[src/rtl/imem_loader.sv]
// Program memory for the 8-bit CPU with a switch/button loader.
// Holds the CPU in reset while the operator keys a program in.
module imem_loader #(
    parameter int         DEPTH = 32,
    parameter logic [7:0] FILL  = 8'h00
) (
    input  logic       clock,
    input  logic       reset,
    input  logic [7:0] address,
    output logic [7:0] instruction,
    input  logic       prog_mode,
    input  logic [7:0] prog_data,
    input  logic       prog_strobe,
    output logic       cpu_hold,
    output logic [7:0] prog_ptr,
    output logic       full,
    output logic [1:0] state
);

    localparam int         AW  = (DEPTH > 1) ? $clog2(DEPTH) : 1;
    localparam logic [8:0] LIM = 9'(DEPTH);

    typedef enum logic [1:0] {
        IDLE = 2'd0,
        LOAD = 2'd1,
        RUN  = 2'd2
    } st_t;

    st_t        st;
    logic [7:0] mem [DEPTH];
    logic [8:0] ptr;
    logic       hold_q;
    logic       full_q;
    logic       mode_m;
    logic       mode_s;
    logic       strb_m;
    logic       strb_s;
    logic       strb_d;
    logic       pulse;
    logic       rd_ok;

    always_ff @(posedge clock or negedge reset) begin
        if (!reset) begin
            mode_m <= 1'b0;
            mode_s <= 1'b0;
            strb_m <= 1'b0;
            strb_s <= 1'b0;
            strb_d <= 1'b0;
        end else begin
            mode_m <= prog_mode;
            mode_s <= mode_m;
            strb_m <= prog_strobe;
            strb_s <= strb_m;
            strb_d <= strb_s;
        end
    end

    // One pulse per press, however long the button is held
    assign pulse = strb_s & ~strb_d;

    always_ff @(posedge clock or negedge reset) begin
        if (!reset) begin
            st     <= IDLE;
            ptr    <= '0;
            full_q <= 1'b0;
            hold_q <= 1'b1;
            for (int i = 0; i < DEPTH; i++) begin
                mem[i] <= FILL;
            end
        end else begin
            unique case (st)
                IDLE: begin
                    if (mode_s) begin
                        st     <= LOAD;
                        ptr    <= '0;
                        full_q <= 1'b0;
                    end else begin
                        st     <= RUN;
                        hold_q <= 1'b0;
                    end
                end
                LOAD: begin
                    if (pulse && (ptr < LIM)) begin
                        mem[ptr[AW-1:0]] <= prog_data;
                        ptr              <= ptr + 9'd1;
                        full_q           <= (ptr + 9'd1 == LIM);
                    end
                    // A pulse landing with the mode drop is still stored
                    if (!mode_s) begin
                        st     <= RUN;
                        hold_q <= 1'b0;
                    end
                end
                RUN: begin
                    if (mode_s) begin
                        st     <= LOAD;
                        ptr    <= '0;
                        full_q <= 1'b0;
                        hold_q <= 1'b1;
                    end
                end
                default: begin
                    st     <= IDLE;
                    hold_q <= 1'b1;
                end
            endcase
        end
    end

    assign rd_ok       = ({1'b0, address} < LIM);
    assign instruction = rd_ok ? mem[address[AW-1:0]] : FILL;
    assign cpu_hold    = hold_q;
    assign prog_ptr    = ptr[7:0];
    assign full        = full_q;
    assign state       = st;

endmodule

[config.mk]
export PLATFORM = sky130hd
export DESIGN_NAME = imem_loader
export DESIGN_NICKNAME = d
export VERILOG_FILES = /design/src/rtl/imem_loader.sv
export SDC_FILE = /design/constraint.sdc
export NUM_CORES = 1
export LEC_CHECK = 0
export CAP_MARGIN = 10
export CELL_PAD_IN_SITES_DETAIL_PLACEMENT = 1
export CELL_PAD_IN_SITES_GLOBAL_PLACEMENT = 1
export CORE_UTILIZATION = 53
export DETAILED_ROUTE_END_ITERATION = 16
export PLACE_DENSITY = 0.84
export SYNTH_ARGS = -nofsm -noshare
export SYNTH_HDL_FRONTEND = slang
export SYNTH_SLANG_ARGS = --single-unit
[constraint.sdc]
create_clock -name clock -period 2.4 [get_ports clock]
set_input_delay 0.36 -clock clock [delete_from_list [all_inputs] [get_ports clock]]
set_output_delay 0.36 -clock clock [all_outputs]
set_load 0.005 [all_outputs]
After elaboration in Yosys (flattened, before gate mapping) --
Cells that the tools add are included.
Storage, ports and cells: word-level logic and storage cells 89, output and inout bits 20, flip-flop bits (word level) 274, input port bits 20
Cells by class: equal/unequal tests 8, reduce and logical (&&, ||, !) cells 10, add/sub/neg operators 1, $lt $le $gt $ge 5, bitwise gates (word level) 4, mux-type cells 20
Operators by type and width (number):
- 256-bit bitwise mux | 1
- 8-bit binary-select mux with 5-bit select | 1
- 8-bit demux with 5-bit select | 1
- 8-bit 2-to-1 mux | 4
- 9-bit 2-to-1 mux | 2
- 9-bit case mux with 2 select lines | 1
- 6-bit greater-or-equal comparator, second input constant | 2
- 5-bit inverter with 6-bit output | 2
- 9-bit by 1-bit adder with 9-bit output, second input constant | 1
- 9-bit by 6-bit equality test with 1-bit output, second input constant | 1
- 9-bit by 6-bit less-than comparator with 1-bit output, second input constant | 1
- 8-bit by 6-bit less-than comparator with 1-bit output, second input constant | 1
- 2-bit != test, second input constant | 4
- 6-bit by 1-bit less-than comparator with 1-bit output, second input constant | 1
- 2-bit 2-to-1 mux | 3
- 2-bit case mux with 3 select lines | 1
- 2-bit AND reduction | 3
- 1-bit 2-to-1 mux | 4
- 1-bit case mux with 2 select lines | 2
- 2-bit OR reduction | 2
- 3-bit AND reduction | 1
- 2-bit by 1-bit equality test with 1-bit output, second input constant | 1
- 2-bit equality test, second input constant | 1
- 1-bit logical AND | 2
- 5 further kinds | 5

Depth between registers and ports, before layout --
Gate-level depths: netlist of run 1.
depth in word-level cells 6, mapped depth 7, mapped depth without buffers 5

Worst setup path after synthesis of run 1 --
Ideal clock, no wire load.
path type input-to-output, start point in address[2], end point out instruction[6], path buffers 3, setup slack 312 ps, arrival 1728 ps, cell stages on the path 6, data required time 2040 ps, cell sequence buf_2 > buf_2 > clkbuf_1 > mux4_2 > a22oi_1 > a31oi_1
Between the ends: cells in the longest elaborated chain, start to end 5, elaborated cells on any way between the ends 6, those cells by class 1 x order compare; 4 x mux; 1 x bitwise
Ends and longest elaborated chain:
- start, declared | RTL line 9 | input logic [7:0] address,
- 5-bit inverter with 6-bit output (not written as such) | RTL line 111 | assign instruction = rd_ok ? mem[address[AW-1:0]] : FILL;
- 8-bit binary-select mux with 5-bit select | RTL line 111
- 8-bit 2-to-1 mux (not written as such) (2 in a row) | RTL line 111
- 8-bit 2-to-1 mux * | RTL line 111
- end, declared | RTL line 10 | output logic [7:0] instruction,
Mark *: on every way between the ends. The rest lies on a longest branch, timed or not. The select of a mux whose other input is x is not followed.

Worst setup path after layout of run 1 --
start point reg mem[143] (netlist bit), end point out instruction[7]
Between the ends: cells in the longest elaborated chain, start to end 4
Ends and longest elaborated chain:
- start, declared | RTL line 30 | logic [7:0] mem [DEPTH];
- start signal, assigned by index | RTL line 84 | mem[ptr[AW-1:0]] <= prog_data;
- 8-bit binary-select mux with 5-bit select | RTL line 111
- 8-bit 2-to-1 mux (not written as such) (2 in a row) | RTL line 111
- 8-bit 2-to-1 mux | RTL line 111
No other way between the ends. The select of a mux whose other input is x is not followed.

==> flow_summary_export.csv, run 1 <==
group,metric,value,unit
logic_synthesis,ys.warnings.count,0,
logic_synthesis,synth-async-reset-ratio,100,%
clock_network,numCtsBuffers,30,
outcome,status,"finished, violations left",
logic_synthesis,seq_area_frac_synth,54.1,%
floorplan,core,23500,um^2
clock_network,cts-root-buf,"clkbuf_16",
detailed_routing,dr.pass1.iters,4,
logic_synthesis,synth-compound-area-share,3.10,%
floorplan,die_h,157,um
detailed_routing,drt-total-wl,35100,um
finish,multi_input_area,5580,um^2
setup_path,critPathLaunchType,"flip-flop",
floorplan,rows,56,
finish,area_growth,19.2,%
logic_synthesis,dominantRegCellSynth,"dfrtp_1",
grt,grt_pass1_wl,55000,um
timing,max_slew_margin,49.7,%
logic_synthesis,avgSynthCellArea,15.4,um^2
setup_path,worstSetupPathType,"flip-flop to primary output",
finish,n_fill_cell,2101,
power_and_ir_drop,power_density,735,nW/um^2
timing,skew,20.2,ps
power_and_ir_drop,ir_worst_vdd,0.596,mV
floorplan,num_io_pins,40,
logic_synthesis,synth_xor_area_share,0,%
clock_network,clk_path_buf_depth,3,
grt,grtUsageTotal,30.5,%
logic_synthesis,netlist_instances,821,
timing,finalSetupTns,-777,ps
power_and_ir_drop,power,11.1,mW
logic_synthesis,synth_nets,846,
grt,grt_pass1_vias,8823,
timing,slew_viol_final,0,
logic_synthesis,muxShareOfSynthArea,35.2,%
timing,worst_slew_pin_slew,747,ps
placed_design,gp_congestion,0.946,
outcome,violations,"setup timing",
logic_synthesis,synth_seq_cells,274,
logic_synthesis,yosys-top-cells-area,"dfrtp_1, mux2_2, mux4_2",
timing,period_share,105,%
setup_path,rrSetupSlack,130,ps
placed_design,place_area,13800,um^2
hold_path,worstHoldPathType,"input pin to flip-flop",
clock_network,clock_sink_count,274,
power_and_ir_drop,p_leak,6.79,nW
timing,finalSetupViolations,8,
placed_design,place_hpwl,22000,um
clock_network,clk_pin_slew,60,ps
floorplan,start_util,54.0,%
setup_path,path_max_fanout,2,
clock_network,h-tree-depth,1,
detailed_routing,vias_per_cell,6.18,
setup_path,arrival,2160,ps
timing,fin_ws,-121,ps
timing,hold-worst-slack,244,ps
grt,grt_start_max_net_pins,66,
setup_path,worstPathRequired,2040,ps
detailed_routing,wire_per_inst,28.1,um
logic_synthesis,yosysTopAreaCell,"dfrtp_1",
run,cap_viol_max_count,0,
setup_path,cp-end-kind,"primary output",
timing,rsz0062_at_grt,"true",
timing,clock.fmax,397,MHz
logic_synthesis,synth_top_family_by_area,"multiplexers",
timing,hold_viol,0,
clock_network,clock_latency,560,ps
logic_synthesis,yosysTopAreaCellShare,53.9,%
grt,antenna_found_initial,1,
logic_synthesis,ys_types,46,
grt,grt_remaining_overflow,0,
floorplan,die_area,24500,um^2
detailed_routing,drc_errors,0,
floorplan,die_w,157,um
detailed_routing,antenna_left,0,
finish,regArea,6860,um^2
placed_design,portBuffers,39,
logic_synthesis,synth-simple-area-share,4.54,%
clock_network,cts_tree,"built",
detailed_routing,drt-initial-drc-count,397,
finish,nNetsFinal,931,
logic_synthesis,synth_fa_ha_area_share,0.494,%
finish,fin_area,15100,um^2
detailed_routing,num_vias,7728,
timing,fin_crit,2520,ps
logic_synthesis,synth_area,12700,um^2
finish,drive_gt1_share,54.1,%
logic_synthesis,synth_edf_count,0,
## final timing paths
| path | start | to | cells after the start |
|---|---|---|---|
| worst max-delay path | mem[143] | instruction[7] | 5 |
| worst min-delay path | prog_strobe | strb_m | 1 |
| worst max register to register | ptr[7] | mem[112] | 5 |
| worst min register to register | strb_m | strb_s | 0 |
| max in group asynchronous | reset | cpu_hold | 3 |
| min in group asynchronous | reset | mem[57] | 2 |
## cell usage after synthesis, types with 8 or more instances
library cell  number
nand2_1           10
mux2_2           253
a22oi_1            8
buf_4             12
dfrtp_1          273
buf_2             15
mux4_2            56
clkbuf_1          33
nor2_2            15
a221o_1            8
mux2i_1           32
nand3_2           10
a31oi_1            8
## state kept, by name (all words and copies together) (netlist names)
register	flops
state	2
strb_s	1
mem	256
cpu_hold	1
strb_m	1
ptr	9
mode_s	1
mode_m	1
full	1
strb_d	1
## report_power, final
part	switching, mW	total [mW]	internal [mW]
combinational	0.499	0.933	0.434
clock	1.93	5.25	3.31
sequential	0.115	4.91	4.80
total	2.55	11.1	8.55
## what timing repair did
item,CTS,global route
gates cloned,1,0
pin swaps,8,4
gates resized for setup,48,3
hold endpoints to repair,59,0
hold buffers,1,0
setup endpoints to repair,8,15
buffers inserted,8,5
## area by class of cell
type / instances / share of cell area (%)
inverter: 3 / 0.0912
multi-input combinational: 480 / 37.0
antenna: 1 / 0.0166
clock inverter: 19 / 2.07
sequential: 274 / 45.4
timing repair buffer: 117 / 7.28
clock buffer: 37 / 5.49
tap: 319 / 2.64
## cells in the final DEF, fill, tap and decap left out, drive strengths merged, types with 4 or more instances in the layout
master         count
nor2b              4
a221oi             6
mux2             256
dfrtp            273
clkbuf            37
mux2i             32
bufinv             8
a21o               5
nand3             13
ha                 5
a31oi              8
clkdlybuf4s50     27
o21ai              7
and2               5
nor3               7
clkinv             9
a22oi              8
buf               87
a221o              8
mux4              56
inv                4
nand2             14
nor2              21
## cells by family after synthesis
group | count (synthesis)
buf+inv | 67
simple gates | 79
fa+ha+maj | 5
mux | 344
flops | 274
compound gates | 52
## per-layer routing
metal  GRT usage, %  vias up  wire, um
li1               -     3245         -
met1           38.6     4175     14200
met2           52.6      225     18000
met3           4.87       83      1620
met4           11.8        0      1280
met5              0        -         0
## critical path, cell delays in order, from the launching register on
cell and delay, ps:
dfrtp_1 380, mux4_2 520, mux2i_2 210, a221o_1 260, a31oi_1 80, buf_2 140
## per-stage QoR
step / setup WS (ps) / utilization [%] / std cells
after global routing: -174 / 64.3 / 1249
after detailed placement: -584 / 58.7 / 1178
after global placement: -584 / 58.7 / 1178
after CTS: -111 / 64.1 / 1244
after floorplan: 312 / - / 821
final: -121 / 64.3 / 1250
No activity file was read; power rests on OpenSTA's default activity.
==> inputs of run 2 (changes only) <==
Settings changed: SETUP_SLACK_MARGIN set to 0.02, SLEW_MARGIN set to 20.
==> results of run 2 <==
The final DEF is identical to that of run 1; final timing and power are the same.
==> inputs of run 3 (changes only) <==
Settings changed: CAP_MARGIN 10 to not set.
==> results of run 3 <==
The final DEF is identical to that of run 1; final timing and power are the same.
